### config.mk
export PLATFORM = sky130hd
export DESIGN_NAME = uart_tx_engine
export DESIGN_NICKNAME = d
export VERILOG_FILES = /design/src/rtl/uart_tx_engine.sv
export SDC_FILE = /design/constraint.sdc
export NUM_CORES = 1
export LEC_CHECK = 0
export ABC_CLOCK_PERIOD_IN_PS = 2000
export BUFFER_PORTS_ARGS = -buffer_cell sky130_fd_sc_hd__buf_2
export CORE_MARGIN = 2
export CORE_UTILIZATION = 46
export CTS_BUF_LIST = sky130_fd_sc_hd__clkbuf_2 sky130_fd_sc_hd__clkbuf_4 sky130_fd_sc_hd__clkbuf_8
export CTS_CLUSTER_SIZE = 10
export DETAILED_ROUTE_END_ITERATION = 12
export PLACE_DENSITY = 0.78
export SLEW_MARGIN = 40
export SYNTH_ARGS = -nofsm -noshare
export SYNTH_HDL_FRONTEND = slang
export SYNTH_SLANG_ARGS = --single-unit
### constraint.sdc
create_clock -name Clk -period 2 [get_ports Clk]
set_input_delay 0.3 -clock Clk [delete_from_list [all_inputs] [get_ports Clk]]
set_output_delay 0.3 -clock Clk [all_outputs]
set_load 0.005 [all_outputs]
### src/rtl/uart_tx_engine.sv
// uart_tx_engine: parametrised asynchronous serial transmitter.
// A word offered on Tx_Valid/Tx_Ready is latched with its parity bit.
// The engine holds it until CTS is high, then sends a complete frame on Tx:
// start bit, LSB-first data, optional parity, and one or two stop bits.
// Every bit is timed by an internal baud divider.
module uart_tx_engine #(
   parameter int DATA_BITS    = 8,
   parameter int STOP_BITS    = 2,
   parameter int PARITY_MODE  = 1,
   parameter int CLKS_PER_BIT = 16
) (
   input  logic                 Clk,
   input  logic                 Rst_n,
   input  logic [DATA_BITS-1:0] Tx_Data_In,
   input  logic                 Tx_Valid,
   output logic                 Tx_Ready,
   input  logic                 CTS,
   output logic                 Tx,
   output logic                 Tx_Busy,
   output logic                 Tx_Done
);

   localparam int BAUD_W = $clog2(CLKS_PER_BIT);
   localparam int BIT_W  = $clog2(DATA_BITS + 1);

   // Reject configurations the frame logic cannot represent
   if (DATA_BITS < 5 || DATA_BITS > 9) begin : gBadDataBits
      $error("uart_tx_engine: DATA_BITS must be in 5..9");
   end
   if (STOP_BITS < 1 || STOP_BITS > 2) begin : gBadStopBits
      $error("uart_tx_engine: STOP_BITS must be 1 or 2");
   end
   if (PARITY_MODE < 0 || PARITY_MODE > 2) begin : gBadParity
      $error("uart_tx_engine: PARITY_MODE must be 0, 1 or 2");
   end
   if (CLKS_PER_BIT < 2) begin : gBadClks
      $error("uart_tx_engine: CLKS_PER_BIT must be at least 2");
   end

   typedef enum logic [2:0] {
      IDLE,
      WAIT_CTS,
      START,
      DATA,
      PARITY,
      STOP
   } state_t;

   state_t                state_q,   state_d;
   logic [BAUD_W-1:0]     baudCnt_q, baudCnt_d;
   logic [BIT_W-1:0]      bitCnt_q,  bitCnt_d;
   logic [DATA_BITS-1:0]  shift_q,   shift_d;
   logic                  parity_q,  parity_d;
   logic                  tx_q,      tx_d;
   logic                  done_q,    done_d;
   logic                  bitEnd;

   assign bitEnd   = (baudCnt_q == BAUD_W'(CLKS_PER_BIT - 1));
   assign Tx       = tx_q;
   assign Tx_Done  = done_q;
   assign Tx_Busy  = (state_q != IDLE);
   assign Tx_Ready = (state_q == IDLE) && Rst_n;

   // Next-state, counter and shift logic; Tx is precomputed from the next
   // state so the pin changes on the same edge the state does
   always_comb begin
      state_d   = state_q;
      baudCnt_d = baudCnt_q;
      bitCnt_d  = bitCnt_q;
      shift_d   = shift_q;
      parity_d  = parity_q;
      done_d    = 1'b0;

      case (state_q)
         IDLE: begin
            if (Tx_Valid) begin
               shift_d  = Tx_Data_In;
               parity_d = (^Tx_Data_In) ^ (PARITY_MODE == 2);
               state_d  = WAIT_CTS;
            end
         end
         WAIT_CTS: begin
            if (CTS) begin
               baudCnt_d = '0;
               state_d   = START;
            end
         end
         START: begin
            if (bitEnd) begin
               baudCnt_d = '0;
               bitCnt_d  = '0;
               state_d   = DATA;
            end else begin
               baudCnt_d = baudCnt_q + 1'b1;
            end
         end
         DATA: begin
            if (bitEnd) begin
               baudCnt_d = '0;
               shift_d   = shift_q >> 1;
               if (bitCnt_q == BIT_W'(DATA_BITS - 1)) begin
                  bitCnt_d = '0;
                  if (PARITY_MODE != 0) begin
                     state_d = PARITY;
                  end else begin
                     state_d = STOP;
                  end
               end else begin
                  bitCnt_d = bitCnt_q + 1'b1;
               end
            end else begin
               baudCnt_d = baudCnt_q + 1'b1;
            end
         end
         PARITY: begin
            if (bitEnd) begin
               baudCnt_d = '0;
               bitCnt_d  = '0;
               state_d   = STOP;
            end else begin
               baudCnt_d = baudCnt_q + 1'b1;
            end
         end
         STOP: begin
            if (bitEnd) begin
               baudCnt_d = '0;
               if (bitCnt_q == BIT_W'(STOP_BITS - 1)) begin
                  bitCnt_d = '0;
                  done_d   = 1'b1;
                  state_d  = IDLE;
               end else begin
                  bitCnt_d = bitCnt_q + 1'b1;
               end
            end else begin
               baudCnt_d = baudCnt_q + 1'b1;
            end
         end
         default: begin
            state_d = IDLE;
         end
      endcase

      case (state_d)
         START:   tx_d = 1'b0;
         DATA:    tx_d = shift_d[0];
         PARITY:  tx_d = parity_q;
         default: tx_d = 1'b1;
      endcase
   end

   // State register with synchronous active-low reset; reset aborts any frame
   always_ff @(posedge Clk) begin
      if (!Rst_n) begin
         state_q   <= IDLE;
         baudCnt_q <= '0;
         bitCnt_q  <= '0;
         shift_q   <= '0;
         parity_q  <= 1'b0;
         tx_q      <= 1'b1;
         done_q    <= 1'b0;
      end else begin
         state_q   <= state_d;
         baudCnt_q <= baudCnt_d;
         bitCnt_q  <= bitCnt_d;
         shift_q   <= shift_d;
         parity_q  <= parity_d;
         tx_q      <= tx_d;
         done_q    <= done_d;
      end
   end

   // Line idles high whenever nothing is held or in flight
   aIdleHigh: assert property (@(posedge Clk) disable iff (!Rst_n) !Tx_Busy |-> Tx);
   // Ready and busy are mutually exclusive
   aReadyBusy: assert property (@(posedge Clk) disable iff (!Rst_n) !(Tx_Ready && Tx_Busy));
   // Done is a single-cycle pulse
   aDonePulse: assert property (@(posedge Clk) disable iff (!Rst_n) Tx_Done |=> !Tx_Done);
   // Outputs are always known out of reset
   aNoX: assert property (@(posedge Clk) disable iff (!Rst_n)
                          !$isunknown({Tx, Tx_Busy, Tx_Ready, Tx_Done}));

endmodule
==> results by group, run 1 <==
Clock tree
  • TritonCTS clock tree: done
  • Hold Buf Count CTS: 0
  • CTS root buffer: clkbuf_4
  • H-tree Lvls: 1
  • Clock latency on the worst-skew pair: 310 ps
  • Post-CTS Setup Bufs: 0
  • Post-CTS Resized: 0
  • TritonCTS Sinks: 22
  • Bufs on Longest Clock Path: 2
  • Clk slew on worst S/H paths: 120 ps
  • CTS buffer count: 3

Placement
  • HPWL reported at the end of detailed placement: 1750 µm
  • Final Wtd Congestion: 0.816
  • Post-Place Worst Slack: between 150 and 200 ps
  • Port bufs: 15

Power
  • Power Total: 0.969 mW
  • VDD IR max: 0.000568 V
  • Power density over the cells: 720 nW/µm²
  • Leak: 0.515 nW

Cells and area
  • Final #Nets: 168
  • Area grow syn2layout: 10.8%
  • Antenna cell count: 0
  • Ratio of cells with drive above 1 in the final layout: 0.211

Worst hold path
  • Worst hold path cell count: 3
  • Hold path startpoint: Rst_n
  • Hold Path End: Tx_Done$_SDFF_PN0_
  • Hold Path Class: input pin to register

Setup path
  • CP Max Fanout: 4
  • Reg-to-reg critical path startpoint: bitCnt_q[0]$_SDFFE_PN0P_
  • WP buf/inv: 0
  • Crit Path Category: register to register
  • Slowest CP cell: dfxtp_1
  • Max incr delay on CP: 420 ps
  • Startpoint Class: register
  • Critical path data arrival time: approximately 2000 ps
  • Largest delay contributor family on the critical path: simple AND/OR/NAND/NOR gates
  • CP required: 2190 ps
  • Crit-path cells: ha_1 > or3b_1 > o21ai_0 > o2111a_1 > and3b_1 > o22ai_2
  • RR Endpoint: Tx$_SDFF_PN1_
  • Crit path capture type: register
  • Worst reg2reg path depth: 6
  • Reg2Reg Setup Slack: 190 ps

Floorplan
  • DIE HEIGHT: 55.4 µm
  • CORE AREA: 2500 µm²
  • Row count: 18
  • Initial Util: 0.485
  • Die area: 3070 µm²
  • # IOs: 16
  • DIE WIDTH: 55.4 µm

Routing
  • Post-route ant nets: 0
  • 1st-iter DRT viols: 47
  • WL final: 2280 µm
  • Via count: 1049
  • Routed len/inst: 12.5 µm
  • DRC: 0
  • DR pass1 iterations: 4
  • Via-per-instance ratio: 5.76

Synth
  • Synthesized area: 1210 µm²
  • Synth area leaders: dfxtp_1, xnor2_1, a22oi_1
  • Synthesized area per cell: 8.86 µm²
  • Sequential fraction of the synthesis area: 0.363
  • Top-count cell post-synth: dfxtp_1
  • Syn_nets: about 150
  • Top FF cell, synth: dfxtp_1
  • Syn. warnings: 0
  • EDFF count, synth: 0
  • #FFs+latches synth: 22
  • Async SR Flop Fraction: 0
  • Netlist cell types: 43
  • Post-synth top area share: 0.363
  • Area leader, netlist: dfxtp_1
  • Commonest cells in the netlist: dfxtp_1, nand2_1, a21oi_1, nor2_1, a22oi_1
  • Cell count after synthesis: around 140

STA
  • Pins Over Slew Limit: 0
  • Worst slew margin relative to its limit: 0.607
  • Setup Skew: 6.11 ps
  • Hold Fails Final Rpt: 0
  • Final setup margin: 188 ps
  • Final setup fails: 0
  • Fin crit period: between 1500 and 2000 ps
  • RSZ-0062 raised after global routing: false
  • Max Clk Rate: 0.552 GHz
  • Final Cycle Share: 0.906
  • Final setup TNS: 0 ps
  • Slew @ Worst Pin: 588 ps

Job
  • Max cap viols: 0

GRT
  • Antenna violations before repair: 0
  • GR Util All Layers: 0.156
  • First-pass GRT wire length: 3990 µm
  • Overflow after GRT: 0
  • Number of global-route vias before repair: between 900 and 1000
  • Largest net degree at the start of global routing: 14

Status
  • Status: completed
[registers in the layout (all words and copies together), names as in the netlist]
| register | count |
|---|---|
| bitCnt_q | 4 |
| Tx | 1 |
| Tx_Done | 1 |
| state_q | 3 |
| shift_q | 8 |
| baudCnt_q | 4 |
| parity_q | 1 |
[worst max path at each step]
stage                               from             to  slack (ps)  cells past startpoint
3_3_place_gp    bitCnt_q[0]$_SDFFE_PN0P_  Tx$_SDFF_PN1_         270                      6
2_1_floorplan   bitCnt_q[0]$_SDFFE_PN0P_  Tx$_SDFF_PN1_         350                      6
3_5_place_dp   baudCnt_q[0]$_SDFFE_PN0P_  Tx$_SDFF_PN1_         180                      6
4_1_cts        baudCnt_q[0]$_SDFFE_PN0P_  Tx$_SDFF_PN1_         160                      6
6_report        bitCnt_q[0]$_SDFFE_PN0P_  Tx$_SDFF_PN1_         190                      6
5_1_grt        baudCnt_q[0]$_SDFFE_PN0P_  Tx$_SDFF_PN1_          70                      6
[power by group]
group	switching (mW)	internal, mW
Combinational	0.0827	0.0737
Sequential	0.0177	0.459
Clock	0.133	0.203
Total	0.233	0.736
[metal layers]
layer	share of wire	GRT usage	vias up
met2	0.49	0.277	33
li1	-	-	513
met4	0.0083	0.0314	0
met1	0.44	0.182	499
met3	0.062	0.0539	4
met5	0	0	-
[worst reg2reg max path, delay by kind of cell, from the launching register on]
family | cells | cell delay (ps)
simple gates | 2 | 580
compound gates | 3 | 540
flops | 1 | 420
fa+ha+maj | 1 | 160
[layout make-up]
class	count	area [µm²]
Sequential cell	22	440
Inverter	5	18.8
Timing Repair Buffer	18	97.6
Clock buffer	3	22.5
Tap cell	30	37.5
Fill cell	237	1150
Multi-Input combinational cell	103	698
Clock inverter	1	30.0
[through the flow]
stage	cell area, µm²	std cells	utilization	hold slack, ps
finish	1350	182	0.538	244
global route	1350	182	0.538	230
CTS	1350	182	0.538	228
detailed placement	1290	178	0.517	454
global placement	1290	178	0.517	448
floorplan	1210	137	-	418
[kinds of logic (layout without fill, tap and decap cells)]
logic type                 after synthesis  after routing  share of synthesized area
adders and majority gates                3              3                     0.0309
and+or+nand+nor                         52             52                      0.239
DFF                                     22             22                      0.363
AOI/OAI and AO/OA                       38             38                      0.227
buffers and inverters                   12             27                     0.0618
xor gates and xnor gates                10             10                     0.0784
[cells in the final DEF (no fill, tap or decap), drive strengths merged, types with 2 or more instances in the layout]
cell type and n:
nand2 15, dfxtp 22, o21ai 6, and3b 3, inv 4, buf 18, nor3 3, nand2b 2
xnor2 8, and2 2, xor2 2, and3 2, nor2 14, a211oi 4, ha 3, clkbuf 3
a22oi 9, a21oi 13, nand3 2
No activity file was read; power rests on OpenSTA's default activity.
==> run 2: changes to the inputs <==
- BUFFER_PORTS_ARGS: -buffer_cell sky130_fd_sc_hd__buf_2 -> -buffer_cell sky130_fd_sc_hd__buf_4
- CTS_CLUSTER_SIZE: 10 -> unset
==> results by group, run 2 (synthesis gave the netlist of run 1 again) <==
STA
  • Final Cycle Share: 0.882
  • Hold Fails Final Rpt: 0
  • Final setup TNS: 0 ps
  • Final setup fails: 0
  • Fin crit period: 1760 ps
  • Pins Over Slew Limit: 0
  • Worst slew margin relative to its limit: 0.605
  • Slew @ Worst Pin: 590 ps
  • WHS: 243 ps
  • Max Clk Rate: 0.567 GHz
  • Setup Skew: about 8 ps
  • RSZ-0062 raised after global routing: false

GRT
  • Largest net degree at the start of global routing: 13
  • GR Util All Layers: 0.157
  • Overflow after GRT: 0
  • Antenna violations before repair: 0
  • First-pass GRT wire length: 3950 µm
  • Number of global-route vias before repair: 920

Setup path
  • Startpoint Class: register
  • Crit Path Category: register to register
  • CP required: 2180 ps
  • Reg-to-reg critical path startpoint: bitCnt_q[0]$_SDFFE_PN0P_
  • Worst Setup SP: bitCnt_q[0]$_SDFFE_PN0P_
  • Reg2Reg Setup Slack: about 240 ps
  • Worst reg2reg path depth: 6
  • Crit path capture type: register
  • RR Endpoint: Tx$_SDFF_PN1_
  • Critical path data arrival time: 1940 ps
  • CP Max Fanout: 4

Placement
  • Placed cell count: 178
  • HPWL reported at the end of detailed placement: 1780 µm
  • Port bufs: 15
  • Final Wtd Congestion: 0.784

Cells and area
  • Fin cells: around 180
  • Ratio of cells with drive above 1 in the final layout: 0.205
  • Top Registers: shift_q x8, baudCnt_q x4, bitCnt_q x4
  • Final #Nets: 168
  • Max FFs per register: 8
  • Largest Register: shift_q
  • Filler cells: 242
  • Area grow syn2layout: 11.4%
  • Most frequent cells in the layout: dfxtp_1, buf_4, nand2_1
  • Antenna cell count: 0
  • Commonest non-fill, non-tap cell in the layout: dfxtp_1

Worst hold path
  • Worst hold path cell count: 3
  • Hold Path End: Tx_Done$_SDFF_PN0_
  • Hold Path Class: input pin to register
  • Hold path startpoint: Rst_n

Floorplan
  • CORE AREA: 2500 µm²
  • # IOs: 16
  • DIE HEIGHT: 55.4 µm
  • DIE WIDTH: 55.4 µm
  • Initial Util: 0.485
  • Die area: 3070 µm²
  • Row count: 18

Clock tree
  • Clock latency on the worst-skew pair: approximately 300 ps
  • Post-CTS Setup Bufs: 0
  • Post-CTS Resized: 0
  • TritonCTS Sinks: 22
  • Hold Buf Count CTS: 0
  • TritonCTS clock tree: done
  • H-tree Lvls: 1
  • CTS root buffer: clkbuf_4
  • Clk slew on worst S/H paths: 110 ps
  • CTS buffer count: 3
  • Bufs on Longest Clock Path: 2

Power
  • VDD IR max: ~0.00032 V
  • Power density over the cells: 617 nW/µm²
  • Leak: 0.513 nW

Routing
  • Routed len/inst: between 10 and 15 µm
  • WL final: 2310 µm
  • Via count: between 1000 and 1500
  • DRC: 0
  • 1st-iter DRT viols: 27
  • Via-per-instance ratio: 5.78
  • Post-route ant nets: 0
  • DR pass1 iterations: 4

Job
  • Max cap viols: 0

Status
  • Status: completed
==> run 2: worst max-delay path by stage <==
stage                     depth (start not counted)  slack (ps)       endpoint
final                                             6         240  Tx$_SDFF_PN1_
after detailed placement                          6         180  Tx$_SDFF_PN1_
after CTS                                         6         170  Tx$_SDFF_PN1_
after global placement                            6         270  Tx$_SDFF_PN1_
after global routing                              6         110  Tx$_SDFF_PN1_
after floorplan                                   6         350  Tx$_SDFF_PN1_
==> run 2: routing by layer <==
metal  vias up  track usage  part of all wire
met1       501        0.183              0.43
li1        514            -                 -
met4         0       0.0627             0.013
met2        27        0.276              0.51
met3         5       0.0375             0.045
met5         -            0                 0
==> run 2: critical path: stages (launching register included) <==
cell and delay (ps):
dfxtp_1 410, ha_1 160, or3b_1 400, o21ai_0 170, o2111a_1 260, and3b_1 180, o22ai_2 70
==> run 2: area by class of cell <==
| cell class | count | area, µm² | share of cell area |
|---|---|---|---|
| multi-input cells | 103 | 698 | 0.516 |
| flip-flops and latches | 22 | 440 | 0.326 |
| repair buffers | 18 | 135 | 0.0999 |
| well taps | 30 | 37.5 | 0.0278 |
| clock buffers | 3 | 22.5 | 0.0167 |
| inverters | 5 | 18.8 | 0.0139 |
==> run 2: power breakdown <==
part           leakage [nW]  switching (mW)  internal, mW
sequential            0.179          0.0185         0.459
clock                0.0138           0.120        0.0702
combinational         0.320          0.0839        0.0833
==> run 2: through the flow <==
stage	power [mW]	setup slack (ps)	instance area (µm²)	util
final	0.835	237	1350	0.541
after global routing	0.884	107	1350	0.541
after CTS	0.845	166	1350	0.541
after detailed placement	0.655	178	1330	0.532
after global placement	0.648	268	1330	0.532
after floorplan	0.607	354	1210	-
==> run 3: changes to the inputs <==
- CORE_UTILIZATION: 46 -> 35
- PLACE_DENSITY: 0.78 -> 0.65
==> results by group, run 3 (synthesis gave the netlist of run 1 again) <==
Setup path
  • CP Max Fanout: 4
  • RR Endpoint: Tx$_SDFF_PN1_
  • Reg2Reg Setup Slack: 200 ps
  • Crit path capture type: register
  • Reg-to-reg critical path startpoint: bitCnt_q[0]$_SDFFE_PN0P_
  • Crit Path Category: register to register
  • Worst Setup SP: bitCnt_q[0]$_SDFFE_PN0P_
  • CP required: 2200 ps
  • Worst reg2reg path depth: 6
  • Startpoint Class: register
  • Critical path data arrival time: ~2000 ps

Power
  • Sw Pwr: 0.245 mW
  • VDD IR max: roughly 0.00040 V
  • Leak: 0.527 nW
  • Switching portion of total power: 0.247
  • P_int: 0.745 mW
  • Clk pwr share: 0.348
  • Sequential Power Share: 0.480
  • Comb power frac: 0.172
  • Power density over the cells: between 700 and 800 nW/µm²

Status
  • Status: completed

Routing
  • Routed len/inst: 12.5 µm
  • DRC: 0
  • Via count: 1050
  • WL final: 2480 µm
  • Via-per-instance ratio: about 5.3
  • 1st-iter DRT viols: 74
  • Post-route ant nets: 0
  • DR pass1 iterations: 4

Cells and area
  • Max FFs per register: 8
  • Final #Nets: 168
  • Antenna cell count: 0
  • Filler cells: 335
  • Commonest non-fill, non-tap cell in the layout: dfxtp_1
  • Ratio of cells with drive above 1 in the final layout: 0.211
  • Top Registers: shift_q x8, baudCnt_q x4, bitCnt_q x4
  • Largest Register: shift_q
  • Area grow syn2layout: 15.6%
  • Most frequent cells in the layout: dfxtp_1, buf_4, nand2_1

Clock tree
  • Clock latency on the worst-skew pair: about 320 ps
  • Post-CTS Setup Bufs: 0
  • CTS buffer count: 3
  • H-tree Lvls: 1
  • CTS root buffer: clkbuf_4
  • Hold Buf Count CTS: 0
  • TritonCTS clock tree: done
  • Clk slew on worst S/H paths: 130 ps
  • Bufs on Longest Clock Path: 2
  • TritonCTS Sinks: 22

GRT
  • GR Util All Layers: 0.138
  • Overflow after GRT: 0
  • Largest net degree at the start of global routing: 14
  • Number of global-route vias before repair: 952
  • Antenna violations before repair: 0
  • First-pass GRT wire length: 4370 µm

STA
  • WHS: 230 ps
  • Worst slew margin relative to its limit: 0.644
  • Slew @ Worst Pin: between 500 and 600 ps
  • Max Clk Rate: 0.556 GHz
  • Final Cycle Share: 0.899
  • Final setup TNS: 0 ps
  • Pins Over Slew Limit: 0
  • Setup Skew: 5.89 ps
  • Hold Fails Final Rpt: 0
  • RSZ-0062 raised after global routing: false
  • Final setup fails: 0
  • Fin crit period: 1800 ps

Placement
  • Final Wtd Congestion: just over 0.8
  • HPWL reported at the end of detailed placement: 1860 µm
  • Port bufs: 15

Floorplan
  • Row count: 21
  • # IOs: 16
  • DIE WIDTH: 62.9 µm
  • CORE AREA: 3340 µm²
  • Initial Util: 0.364
  • DIE HEIGHT: 62.9 µm
  • Die area: 3950 µm²

Worst hold path
  • Hold path startpoint: Rst_n
  • Worst hold path cell count: 3
  • Hold Path End: Tx_Done$_SDFF_PN0_
  • Hold Path Class: input pin to register

Job
  • Max cap viols: 0
## run 3: changes by cell type in the layout (fill, tap and decap cells not counted)
| cell | delta |
|---|---|
| bufinv_16 | +1 |
## run 3: critical path, cell delays in order, from the launching register on
cell and delay [ps]:
dfxtp_1 410, ha_1 150, or3b_1 400, o21ai_0 180, o2111a_1 280, and3b_1 190, o22ai_2 70
## run 3: layout make-up
| cell class | count | area [µm²] | share of cell area |
|---|---|---|---|
| Timing Repair Buffer | 18 | 135 | 0.0963 |
| Clock inverter | 1 | 30.0 | 0.0214 |
| Sequential cell | 22 | 440 | 0.314 |
| Clock buffer | 3 | 22.5 | 0.0161 |
| Inverter | 5 | 18.8 | 0.0134 |
| Multi-Input combinational cell | 103 | 698 | 0.498 |
| Tap cell | 46 | 57.6 | 0.0410 |
## run 3: worst max path at each step
| stage | slack, ps | to |
|---|---|---|
| floorplan | 350 | Tx$_SDFF_PN1_ |
| global placement | 250 | Tx$_SDFF_PN1_ |
| detailed placement | 170 | Tx$_SDFF_PN1_ |
| CTS | 150 | Tx$_SDFF_PN1_ |
| global route | 70 | Tx$_SDFF_PN1_ |
| finish | 200 | Tx$_SDFF_PN1_ |
## run 3: through the flow
step	util	power (mW)	cells	area (µm²)	setup WS, ps
floorplan	-	0.607	137	1210	354
global placement	0.405	0.651	194	1350	248
detailed placement	0.405	0.656	194	1350	167
CTS	0.420	1.00	198	1400	149
global route	0.420	1.04	198	1400	66.2
finish	0.420	0.990	198	1400	201
## run 3: layer usage
metal / global-route usage / vias up / part of all wire
li1: - / 518 / -
met1: 0.165 / 507 / 0.44
met2: 0.229 / 21 / 0.49
met3: 0.0505 / 4 / 0.058
met4: 0.0417 / 0 / 0.0093
met5: 0 / - / 0
## run 3: what timing repair did
item                                    4_1_cts  5_1_grt
resized for setup                             0        1
endpoints found under the setup margin        0        1
endpoints found under the hold margin         0        0
## run 3: power groups by stage
stage	clock [mW]	combinational [mW]	sequential, mW
2_1_floorplan	0	0.130	0.478
3_3_place_gp	0	0.167	0.484
3_5_place_dp	0	0.171	0.485
4_1_cts	0.354	0.171	0.475
5_1_grt	0.372	0.188	0.478
6_report	0.345	0.170	0.475
